<file path="config.mk">
export PLATFORM = sky130hd
export DESIGN_NAME = layer_loader
export DESIGN_NICKNAME = d
export VERILOG_FILES = /design/src/rtl/lenet_pkg.sv /design/src/rtl/phase_desc_rom.sv /design/src/rtl/layer_loader.sv
export SDC_FILE = /design/constraint.sdc
export NUM_CORES = 1
export LEC_CHECK = 0
export CORE_ASPECT_RATIO = 1.1
export CORE_MARGIN = 2
export CORE_UTILIZATION = 53
export CTS_BUF_LIST = sky130_fd_sc_hd__clkbuf_8
export CTS_CLUSTER_DIAMETER = 60
export DETAILED_ROUTE_END_ITERATION = 16
export PLACE_DENSITY = 0.83
export SYNTH_ARGS = -nofsm -noshare
export SYNTH_HDL_FRONTEND = slang
export SYNTH_SLANG_ARGS = --single-unit
</file>
<file path="constraint.sdc">
create_clock -name clk -period 4 [get_ports clk]
set_clock_uncertainty 0.2 [all_clocks]
set_input_delay 0.8 -clock clk [delete_from_list [all_inputs] [get_ports clk]]
set_output_delay 0.8 -clock clk [all_outputs]
set_load 0.01 [all_outputs]
</file>
<file path="src/rtl/lenet_pkg.sv">
// Shared types and constants for the LeNet parameter loader.
package lenet_pkg;

    localparam int DATA_WIDTH = 32;
    localparam int ADDR_WIDTH = 18;
    localparam int NUM_PHASES = 8;
    localparam int PHASE_W    = 3;

    typedef enum logic [2:0] {
        ST_IDLE,
        ST_COPY,
        ST_ENABLE,
        ST_RDY,
        ST_WAIT_LAYER,
        ST_WAIT_DONE,
        ST_FINISH
    } state_e;

    // One copy job: count words from src_base to dst_base.
    typedef struct packed {
        logic [ADDR_WIDTH-1:0] src_base;
        logic [ADDR_WIDTH-1:0] dst_base;
        logic [ADDR_WIDTH-1:0] count;
    } phase_desc_t;

    function automatic phase_desc_t mk_desc(input logic [ADDR_WIDTH-1:0] s,
                                            input logic [ADDR_WIDTH-1:0] d,
                                            input logic [ADDR_WIDTH-1:0] c);
        phase_desc_t r;
        r.src_base = s;
        r.dst_base = d;
        r.count    = c;
        return r;
    endfunction

endpackage

</file>
<file path="src/rtl/phase_desc_rom.sv">
// Per-phase copy descriptors: phase 0 is the input image, phases 1..7 are layer parameters.
module phase_desc_rom
    import lenet_pkg::*;
(
    input  logic [PHASE_W-1:0] phase,
    output phase_desc_t        desc
);

    // Constant lookup; phase 3 is intentionally empty and phase 4/7 exercise address wrap.
    always_comb begin
        desc = mk_desc('0, '0, '0);
        case (phase)
            3'd0: desc = mk_desc(18'h00000, 18'h00000, 18'd4);
            3'd1: desc = mk_desc(18'h00100, 18'h00010, 18'd3);
            3'd2: desc = mk_desc(18'h00200, 18'h00020, 18'd2);
            3'd3: desc = mk_desc(18'h00300, 18'h00030, 18'd0);
            3'd4: desc = mk_desc(18'h00400, 18'h3FFFE, 18'd4);
            3'd5: desc = mk_desc(18'h00500, 18'h00050, 18'd1);
            3'd6: desc = mk_desc(18'h00600, 18'h00060, 18'd5);
            3'd7: desc = mk_desc(18'h3FFFF, 18'h00070, 18'd3);
            default: desc = mk_desc('0, '0, '0);
        endcase
    end

endmodule

</file>
<file path="src/rtl/layer_loader.sv">
// Sequences the image and layer-parameter copies into DRAM and handshakes with lenet.
module layer_loader
    import lenet_pkg::*;
#(
    parameter int DATA_WIDTH = lenet_pkg::DATA_WIDTH,
    parameter int ADDR_WIDTH = lenet_pkg::ADDR_WIDTH,
    parameter int NUM_PHASES = lenet_pkg::NUM_PHASES
) (
    input  logic                  clk,
    input  logic                  srst,
    input  logic                  start,
    output logic                  src_en_rd,
    output logic [ADDR_WIDTH-1:0] src_addr_rd,
    input  logic                  src_valid,
    input  logic [DATA_WIDTH-1:0] src_data,
    output logic                  dram_en_wr,
    output logic [ADDR_WIDTH-1:0] dram_addr_wr,
    output logic [DATA_WIDTH-1:0] dram_data_wr,
    output logic                  enable,
    output logic                  rdy_data,
    input  logic                  done_one_layer,
    input  logic                  done,
    output logic                  busy,
    output logic                  finished,
    output logic [2:0]            phase
);

    state_e                state_q, state_d;
    logic [2:0]            phase_q, phase_d;
    logic [ADDR_WIDTH-1:0] issued_q, issued_d;
    logic [ADDR_WIDTH-1:0] received_q, received_d;
    logic                  dl_prev_q, dl_prev_d;
    logic                  layer_rise;
    phase_desc_t           desc;

    phase_desc_rom u_rom (
        .phase (phase_q),
        .desc  (desc)
    );

    assign layer_rise = done_one_layer & ~dl_prev_q;
    assign busy       = (state_q != ST_IDLE) && (state_q != ST_FINISH);
    assign finished   = (state_q == ST_FINISH);
    assign phase      = phase_q;

    // Next-state, copy counters and one-cycle control pulses.
    always_comb begin
        state_d      = state_q;
        phase_d      = phase_q;
        issued_d     = issued_q;
        received_d   = received_q;
        dl_prev_d    = done_one_layer;
        src_en_rd    = 1'b0;
        src_addr_rd  = '0;
        dram_en_wr   = 1'b0;
        dram_addr_wr = '0;
        dram_data_wr = '0;
        enable       = 1'b0;
        rdy_data     = 1'b0;
        case (state_q)
            ST_IDLE, ST_FINISH: begin
                if (start) begin
                    phase_d    = 3'd0;
                    issued_d   = '0;
                    received_d = '0;
                    state_d    = ST_COPY;
                end
            end
            ST_COPY: begin
                if (received_q == desc.count) begin
                    issued_d   = '0;
                    received_d = '0;
                    state_d    = (phase_q == 3'd0) ? ST_ENABLE : ST_RDY;
                end else begin
                    if (issued_q != desc.count) begin
                        src_en_rd   = 1'b1;
                        src_addr_rd = desc.src_base + issued_q;
                        issued_d    = issued_q + 1'b1;
                    end
                    // Returns with nothing outstanding are stale and dropped.
                    if (src_valid && (issued_q != received_q)) begin
                        dram_en_wr   = 1'b1;
                        dram_addr_wr = desc.dst_base + received_q;
                        dram_data_wr = src_data;
                        received_d   = received_q + 1'b1;
                    end
                end
            end
            ST_ENABLE: begin
                enable  = 1'b1;
                phase_d = 3'd1;
                state_d = ST_COPY;
            end
            ST_RDY: begin
                rdy_data = 1'b1;
                state_d  = (phase_q < 3'(NUM_PHASES - 1)) ? ST_WAIT_LAYER : ST_WAIT_DONE;
            end
            ST_WAIT_LAYER: begin
                if (layer_rise) begin
                    phase_d = phase_q + 1'b1;
                    state_d = ST_COPY;
                end
            end
            ST_WAIT_DONE: begin
                if (done) begin
                    state_d = ST_FINISH;
                end
            end
            default: state_d = ST_IDLE;
        endcase
    end

    // State and counter registers with synchronous reset.
    always_ff @(posedge clk) begin
        if (srst) begin
            state_q    <= ST_IDLE;
            phase_q    <= 3'd0;
            issued_q   <= '0;
            received_q <= '0;
            dl_prev_q  <= 1'b0;
        end else begin
            state_q    <= state_d;
            phase_q    <= phase_d;
            issued_q   <= issued_d;
            received_q <= received_d;
            dl_prev_q  <= dl_prev_d;
        end
    end

endmodule

</file>
==> results.json <==
{
  "r2r_slack_ns": 0.83,
  "routed_wl_um": 15900,
  "rows": 37,
  "drive_gt1_share_pct": 10.6,
  "postRouteAntennaNets": 0,
  "synth-async-reset-ratio_pct": 0,
  "antenna_found_initial": 0,
  "rr_worst_depth": 8,
  "io_buffers": 114,
  "cts.sinks": 53,
  "synth_top_area_cell": "dfxtp_1",
  "grt_overflow": 0,
  "syn_area_per_cell_um2": 7.56,
  "crit_slowest_cell": "clkdlybuf4s50_1",
  "io_pins": 115,
  "wl_per_cell_um": 17.3,
  "firstDrtPassIters": 5,
  "synthDistinctLibCells": 69,
  "grt_pass1_wl_um": 25900,
  "dp_hpwl_um": 12000,
  "cts_max_level": 2,
  "endpoint": "src_addr_rd[11]",
  "syn_inst": 682,
  "drcViolationCount": 0,
  "clockBufferDepth": 2,
  "layout_worst_path_cycle_share_pct": 97.4,
  "dieArea_um2": 10500,
  "hold_depth": 2,
  "die_y_um": 107,
  "syn_area_um2": 5160,
  "track_usage_pct": 29.2,
  "max_cap_violations": 0,
  "syn_to_final_growth_pct": 31.0,
  "rr_endpoint": "issued_q[9]",
  "crit_path_max_incr_delay_ns": 0.53,
  "worstPathArrival_ns": 2.90,
  "required_ns": 3.00,
  "core_area_um2": 9400,
  "synth_edf_count": 0,
  "final_util_pct": 71.9,
  "cts_tree": "done",
  "crit_chain": "buf_4, ha_1, a211oi_2, o211ai_1, buf_4, a31oi_1, o21ai_0, xnor2_1, nor2_1, clkdlybuf4s50_1",
  "max-slew-margin-rel_pct": 57.0,
  "final_nets": 879,
  "post_drt_via_cell_ratio": 6.32,
  "synthTopCellsByArea": "dfxtp_1 (21%), ha_1 (9.9%), and3_1 (5.5%)",
  "synth_seq_cells": 53,
  "yosysWarnings": 0,
  "reg2reg_from": "received_q[13]",
  "cts_made_buffers": 5,
  "p_per_area_nw_per_um2": 198,
  "final-max-slew-violation-count": 0,
  "period_minus_slack_ns": 3.90,
  "p_leak_nw": 3.12,
  "cts_root_buf": "clkbuf_8",
  "hold_buffers": 0,
  "crit_start": "u_rom.desc[52]",
  "drtIter0Drc": 441,
  "fmax_mhz": 257,
  "finalHoldViolCount": 0,
  "crit_top_cell": "buf_4",
  "antennaDiodeCount": 0,
  "die_w_um": 98.0,
  "yosysSeqAreaShare_pct": 20.6,
  "worst_pin_slew_ns": 0.643,
  "path_class": "register to output pin",
  "status": "finished, final reports clean",
  "path_max_fanout": 9,
  "synth_top_area_share_pct": 20.6,
  "instances_no_fill": 916,
  "endpoint_kind": "output pin",
  "syn_nets": 763,
  "nFillCells": 776,
  "grt_pass1_vias": 5555,
  "grt_start_max_net_pins": 49,
  "num_vias": 5785,
  "final_common_cell": "clkdlybuf4s50_1",
  "start_kind": "register",
  "multi_input_comb_area_um2": 3910,
  "hold_class": "register to register",
  "dp.cells": 906,
  "clk_pin_slew_worst_paths_ns": 0.10,
  "peakVddDrop_mv": 0.159,
  "final_cell_mix": "clkdlybuf4s50_1 (108), nor2_1 (62), and3_1 (45)",
  "finalSetupViolCount": 0,
  "globalplace.congestion": 1.02,
  "insertion_delay_ns": 0.31,
  "initial_utilization_pct": 54.9,
  "synth_flop_cell": "dfxtp_1",
  "whs_ns": 0.341,
  "regArea_um2": 1070
}
==> metal layers <==
metal | vias to the layer above | part of all wire [%] | wire length [um] | GRT usage (%)
met4 | 0 | 2.5 | 399 | 9.72
met5 | - | 0 | 0 | 0
met2 | 314 | 49 | 7720 | 51.5
li1 | 2751 | - | - | -
met3 | 46 | 8.2 | 1310 | 5.32
met1 | 2674 | 41 | 6460 | 35.8
==> critical path, delay by kind of cell (launching register included) <==
kind / cells / cell delay (ns)
DFF: 1 / 0.35
AOI/OAI and AO/OA: 4 / 0.81
xor gates and xnor gates: 1 / 0.15
and+or+nand+nor: 1 / 0.08
buffers and inverters: 3 / 0.87
adders and majority gates: 1 / 0.31
==> registers in the layout, indices dropped and copies added (netlist names) <==
| name | cells |
|---|---|
| state_q | 3 |
| dl_prev_q | 1 |
| received_q | 18 |
| issued_q | 18 |
| u_rom.desc | 10 |
| phase | 3 |
==> synthesized netlist by cell type, types with 2 or more instances <==
library cell   n
nand4_1       13
or4_1         10
a21boi_0       2
nor3b_1        2
a41oi_1        2
nor2_1        62
buf_2          7
ha_1          41
xnor2_1       16
clkbuf_1      30
nor4_1        13
a2111oi_0      4
a21o_1        20
o2111a_1       2
inv_1         27
o31a_1         2
nand3b_1       6
dfxtp_1       53
fa_1           2
nor2b_1        8
nor3_1        17
o2111ai_1      2
a31oi_1        7
nand2_1       35
a211o_1        2
or3_1         12
and2_1        10
and4_1         2
o21ai_0       27
mux2i_1       11
o211ai_1       8
xor2_1        31
o21bai_1       4
and3_1        45
or2_2          5
nand3_1       36
o21a_1         9
mux2_2         2
a21oi_1       43
nand2b_1       5
a2111oi_2      2
a211oi_1      12
o31ai_1        7
==> through the flow <==
stage          total power [W]  instance area [um2]  setup slack [ns]  setup TNS (ns)
2_1_floorplan         0.000784                 5160             0.516               0
3_3_place_gp          0.000945                 6540             0.213               0
3_5_place_dp          0.000954                 6540             0.130               0
4_1_cts                0.00132                 6660           0.00957               0
5_1_grt                0.00140                 6760           -0.0405         -0.0605
6_report               0.00134                 6760             0.104               0
==> cells by family after synthesis <==
kind of cell    Yosys count  share of synthesized area (%)
xor+xnor                 47                           7.98
fa+ha+maj                43                           10.7
flops                    53                           20.6
compound gates          171                           22.7
mux                      13                           2.57
buf+inv                  67                           5.19
simple gates            288                           30.2
==> worst min path at each step <==
stage	from	endpoint	slack, ns
after CTS	received_q[0]	received_q[0]	0.38
after global routing	received_q[0]	received_q[0]	0.36
final	issued_q[2]	issued_q[2]	0.34
after global placement	received_q[0]	received_q[0]	0.35
after detailed placement	received_q[0]	received_q[0]	0.36
after floorplan	issued_q[9]	issued_q[9]	0.30
==> where the power goes <==
group | switching [W] | leakage [nW] | internal, W
clock network | 0.000193 | 0.0595 | 0.000186
logic | 0.000243 | 2.63 | 0.000164
registers | 0.0000138 | 0.433 | 0.000540
==> repair_timing <==
| item | in CTS | in global routing |
|---|---|---|
| endpoints found under the hold margin | 0 | 0 |
| endpoints found under the setup margin | 8 | 58 |
| gates resized for setup | 6 | 30 |
| buffers inserted | 0 | 2 |
| pin swaps | 0 | 9 |
==> cell type report <==
cell class                 count  area share (%)
multi-input combinational    562            57.8
clock buffer                   5            1.02
timing repair buffer         148            20.9
inverter                      28            1.56
sequential                    53            15.9
tap                          117            2.17
clock inverter                 3           0.630
No activity file was read; power rests on OpenSTA's default activity.
==> RTL change 1, RTL diff (same flow settings) <==
Set the package constant `ADDR_WIDTH` to 36 (it was 18).
--- a/src/rtl/lenet_pkg.sv
+++ b/src/rtl/lenet_pkg.sv
@@ -2,7 +2,7 @@
 package lenet_pkg;
 
     localparam int DATA_WIDTH = 32;
-    localparam int ADDR_WIDTH = 18;
+    localparam int ADDR_WIDTH = 36;
     localparam int NUM_PHASES = 8;
     localparam int PHASE_W    = 3;
 
Interface: changed (resized dram_addr_wr and src_addr_rd); port bits go from 115 to 151. The function was not compared with the original's and may differ.
==> RTL change 1 against the original RTL <==
The flow now finishes with violations (setup timing); routed wire length up 86%; power up 54%; clock power up 73%; setup slack worse by 240 ps; core utilization up 4.8 points; via count up 67%; sequential cell count up 36; combinational power up 23%; maximum frequency down 5.7%; global-route usage up 4.6 points; design area up 63%; critical endpoint is now src_addr_rd[26]; synthesized area up 51%; sequential share of layout area up 0.50 points; die area up 49%.
==> RTL change 1: results (changes against the original RTL) <==
| Metric | Value |
|---|---|
| Status | complete, but fails checks |
| Failing checks | setup timing |
| Vias in the first global route | 8810 (+59%) |
| Initial DRC count | 1065 (+140%) |
| Share of cells above drive strength 1 | 0.2366 (+0.1302) |
| Pre-CTS setup slack | -231.6 ps (-361.5 ps) |
| Cells after DPL | 1430 (+58%) |
| Met3 wire length | 2696 um (+110%) |
| Post-Syn Instances | 1063 (+56%) |
| Initial DRT Pass Iterations | 6 (+1) |
| PnR worst setup slack | -133.1 ps (-237.1 ps) |
| Post-synth top cells | nor2_1 (100), a21oi_1 (90), dfxtp_1 (89), o21ai_0 (71), xor2_1 (68) |
| WHS | 398.1 ps (+57.40 ps) |
| Arrival @ worst endpoint | 3130 ps (+230 ps) |
| Largest net degree at the start of global routing | 30 (-39%) |
| Xor/xnor share of the synthesized area | 0.1044 (+0.02461) |
| Unique masters post-synth | 66 (-4.3%) |
| Via Count | 9680 (+67%) |
| Buffers on Ports | 150 (+32%) |
| Min-Delay Endpoint | received_q[24]$_SDFFE_PP0P_ |
| Fill cells | 1020 (+31%) |
| Reg2reg start | received_q[12]$_SDFFE_PP0P_ |
| Worst-path fanout max | 8 (-1) |
| Seq power | 907 uW (+64%) |
| Worst Hold Depth | 1 (-1) |
| R2R depth | 10 (+2) |
| Seq/Total Area, Yosys | 0.2285 (+0.02269) |
| Htree depth | 3 (+1) |
| Reg-to-reg endpoint | issued_q[20]$_SDFFE_PP0P_ |
| Synth top area cells | dfxtp_1 (23%), xor2_1 (7.6%), ha_1 (6.9%) |
| Hpwl dp | 19800 um (+65%) |
| Num CTS Buffers | 9 (+4) |
| Worst-Skew Late Latency | 390 ps (+80 ps) |
| Compound-Gate Fraction of Synth Area | 0.2108 (-0.01656) |
| Final wirelength | 29500 um (+86%) |
| WL met2 | 14120 um (+83%) |
| Tot GR Track Use | 0.3382 (+0.04625) |
| Final setup viols | 10 (+10) |
| Post-synthesis mux area share | 0.01957 (-0.006149) |
| Critical Path Max Stage Delay | 410 ps (-120 ps) |
| Vias per Instance | 6.536 (+3.5%) |
| Min-delay src | received_q[24]$_SDFFE_PP0P_ |
| R2r setup slk | 620 ps (-210 ps) |
## RTL change 1: cell types whose count changed in the layout (fill, tap and decap cells not counted), moves of 16 or more
cell | unedited run | this run
buf_4 | 33 | 120
nand4_1 | 13 | 33
o21ai_0 | 24 | 60
nor2_1 | 62 | 97
xor2_1 | 31 | 68
a21oi_1 | 40 | 76
nand2_1 | 34 | 57
and3_1 | 45 | 61
dfxtp_1 | 44 | 72
buf_2 | 0 | 23
or3_1 | 12 | 34
## RTL change 1: how the worst max path moves through the flow
stage / from / to / slack, ps / cells past startpoint
final: u_rom.desc[88]$_SDFF_PN0_ / src_addr_rd[26] / -130 / 12
after global routing: u_rom.desc[88]$_SDFF_PN0_ / src_addr_rd[28] / -280 / 12
after CTS: u_rom.desc[53]$_SDFF_PN0_ / dram_addr_wr[34] / -250 / 11
after detailed placement: u_rom.desc[53]$_SDFF_PN0_ / dram_addr_wr[34] / -230 / 11
after global placement: u_rom.desc[53]$_SDFF_PN0_ / dram_addr_wr[34] / -90 / 11
after floorplan: u_rom.desc[88]$_SDFF_PN0_ / src_addr_rd[22] / 30 / 10
## RTL change 1: repair_timing
item                                    in CTS  in global routing
gates cloned                                 5                  2
pin swaps                                   22                 44
endpoints found under the hold margin        0                  0
resized for setup                          144                142
setup buffers                               19                 11
endpoints found under the setup margin      67                104
## RTL change 1: final cells by class
cell class / instances / area (sq um) / area share
multi-input combinational: 872 / 6186 / 0.5604
timing repair buffer: 286 / 2510 / 0.2274
sequential: 89 / 1808 / 0.1638
tap: 192 / 240.2 / 0.02176
clock buffer: 12 / 165.2 / 0.01496
inverter: 26 / 97.59 / 0.008841
clock inverter: 4 / 32.53 / 0.002947
## RTL change 1: per-layer routing
metal  vias up  track usage
met3       193      0.03950
li1       4337            -
met4         0       0.1621
met5         -            0
met2       643       0.5717
met1      4507       0.4253
==> RTL change 2, RTL diff (same flow settings) <==
Made on the original files. The 7 states of `state_e` get a one-hot encoding in 7 bits.
--- a/src/rtl/lenet_pkg.sv
+++ b/src/rtl/lenet_pkg.sv
@@ -6,14 +6,14 @@
     localparam int NUM_PHASES = 8;
     localparam int PHASE_W    = 3;
 
-    typedef enum logic [2:0] {
-        ST_IDLE,
-        ST_COPY,
-        ST_ENABLE,
-        ST_RDY,
-        ST_WAIT_LAYER,
-        ST_WAIT_DONE,
-        ST_FINISH
+    typedef enum logic [6:0] {
+        ST_IDLE       = 7'b0000001,
+        ST_COPY       = 7'b0000010,
+        ST_ENABLE     = 7'b0000100,
+        ST_RDY        = 7'b0001000,
+        ST_WAIT_LAYER = 7'b0010000,
+        ST_WAIT_DONE  = 7'b0100000,
+        ST_FINISH     = 7'b1000000
     } state_e;
 
     // One copy job: count words from src_base to dst_base.
Formal check against the unedited RTL: no difference found for any inputs over 10 cycles, from zero or initial values and one cycle with srst high; not proved beyond that.
==> RTL change 2 against the original RTL <==
First-iteration DRC count decreased by 34%; via count decreased by 9.5%; design area increased by 0.33%; setup slack got worse by 5.3 ps; register-to-register slack got worse by 70 ps; critical path depth increased by 1; routed wire length decreased by 11%; core utilization increased by 4.1 points; power increased by 23%; sequential cell count increased by 4; synthesized area decreased by 4.7%; sequential share of layout area increased by 1.1 points; largest power group is now the clock network.
==> RTL change 2: results (changes against the original RTL) <==
| Metric | Value |
|---|---|
| Via Count | 5235 (-9.5%) |
| Clock root buffer | clkbuf_8 |
| Post-synth top cells | nor2_1 (67), dfxtp_1 (57), and2_1 (46), a21oi_1 (41), ha_1 (41) |
| Vias in the first global route | 5154 (-7.2%) |
| Async SR Flop Fraction | 0 (unchanged) |
| Unique masters post-synth | 62 (-10%) |
| Lkg Pwr | 2.835 nW (-9.3%) |
| Initial antenna violation count | 0 (unchanged) |
| Vias per Instance | 5.875 (-7.0%) |
| Synth top area cells | dfxtp_1 (23%), ha_1 (10%), and2_1 (5.9%) |
| Share of the synthesized area in the top cell type | 0.2322 (+0.02646) |
| Fill cells | 657 (-15%) |
| Htree depth | 3 (+1) |
| Final net count | 853 (-3.0%) |
| Syn Nets | 712 (-6.7%) |
| Worst-Skew Late Latency | 340 ps (+30 ps) |
| Seq/Total Area, Yosys | 0.2322 (+0.02646) |
| First-pass GRT wire length | 23310 um (-10%) |
| GP Congestion | 0.9258 (-9.6%) |
| Hold crit path type | flip-flop to flip-flop |
| Avg Synthesized Cell Area | 7.787 sq um (+3.0%) |
| Max-capacitance violation count | 0 (unchanged) |
| Initial DRT Pass Iterations | 5 (unchanged) |
| Peak VDD IR | 0.0001866 V (+17%) |
| Arrival @ worst endpoint | 2900 ps (about the same) |
| Ant diodes | 0 (unchanged) |
| Clock Pin Slew Worst Setup and Hold Paths | 70 ps (-30 ps) |
| Largest net degree at the start of global routing | 39 (-20%) |
| Synthesis Warnings | 0 (unchanged) |
| Max Root-Sink Buffers | 2 (unchanged) |
| Cells after DPL | 866 (-4.4%) |
| Worst-path fanout max | 9 (unchanged) |
| Worst-Margin Slew | 775.1 ps (+131.7 ps) |
| Tot GR Track Use | 0.2825 (-0.009456) |
| Hpwl dp | 10530 um (-12%) |
| Initial DRC count | 289 (-34%) |
| Num CTS Buffers | 9 (+4) |
| Buffers on Ports | 114 (unchanged) |
| Status | completed |
| Share of cells above drive strength 1 | 0.1261 (+0.01974) |
| Final wirelength | 14170 um (-11%) |
==> RTL change 2: cell types whose count changed after synthesis, moves of 8 or more <==
cell      before  now
and3_1        45    9
xnor2_1       16   30
and2_1        10   46
or4_1         10    2
clkbuf_1      30   13
nand3_1       36   19
or3_1         12    4
==> RTL change 2: power by group <==
group          switching [mW]  internal (mW)
clock                   0.239          0.382
sequential             0.0217          0.581
combinational           0.246          0.181
total                   0.508           1.14
==> RTL change 2: logic make-up (layout without fill, tap and decap cells) <==
kind of cell	after synthesis	count (layout)	share of synthesized area
AND/OR/NAND/NOR	269	269	0.2951
buffers and inverters	47	193	0.03947
XOR/XNOR	61	61	0.1087
flip-flops	57	57	0.2322
multiplexers	7	7	0.01502
AO/OA/AOI/OAI	147	147	0.1968
adder cells (fa/ha/maj)	43	43	0.1126
==> RTL change 2: worst max-delay path: stages, from the launching register on <==
cell and delay (ps):
dfxtp_4 370, buf_4 180, ha_1 310, o21a_1 130, o21a_1 230, a31oi_2 250
buf_4 140, buf_4 100, o21bai_1 70, xnor2_1 140, nor2_1 90, clkdlybuf4s50_1 540
==> RTL change 2: final cells by class <==
cell class / instances / share of cell area
timing repair buffer: 152 / 0.2141
clock buffer: 11 / 0.02234
inverter: 25 / 0.01385
multi-input combinational: 527 / 0.5474
clock inverter: 5 / 0.01163
sequential: 57 / 0.1697
tap: 114 / 0.02104
==> RTL change 2: layer usage <==
| layer | GRT usage | vias to the layer above | share of wire |
|---|---|---|---|
| met2 | 0.5050 | 197 | 0.52 |
| met3 | 0.05335 | 28 | 0.060 |
| met1 | 0.3440 | 2461 | 0.40 |
| li1 | - | 2549 | - |
| met5 | 0 | - | 0 |
| met4 | 0.06327 | 0 | 0.013 |
==> RTL change 2: path summary, 6_finish.rpt <==
check / slack, ps / to / from / depth (start not counted)
worst min register to register: 380 / phase[1]$_SDFFE_PP0N_ / phase[1]$_SDFFE_PP0N_ / 2
worst max-delay path: 100 / src_addr_rd[11] / u_rom.desc[52]$_SDFF_PN0_ / 11
worst min-delay path: 380 / phase[1]$_SDFFE_PP0N_ / phase[1]$_SDFFE_PP0N_ / 2
worst max register to register: 760 / u_rom.desc[1]$_DFF_P_ / state_q[3]$_SDFFE_PP0P_ / 10
==> RTL change 2: per-stage QoR <==
stage | setup TNS (ps) | worst slack (ps) | area (sq um)
2_1_floorplan | 0 | 580.3 | 4913
3_3_place_gp | 0 | 201.0 | 6327
4_1_cts | -5.265 | -5.265 | 6626
3_5_place_dp | 0 | 86.33 | 6327
6_report | 0 | 98.65 | 6778
5_1_grt | -55.05 | -24.08 | 6778
==> RTL change 2: timing repair <==
item,CTS,global route
setup endpoints to repair,44,54
pin swaps,3,5
cloned,0,0
hold endpoints to repair,0,0
resized for setup,21,25
setup buffers,1,8
hold buffers,0,0
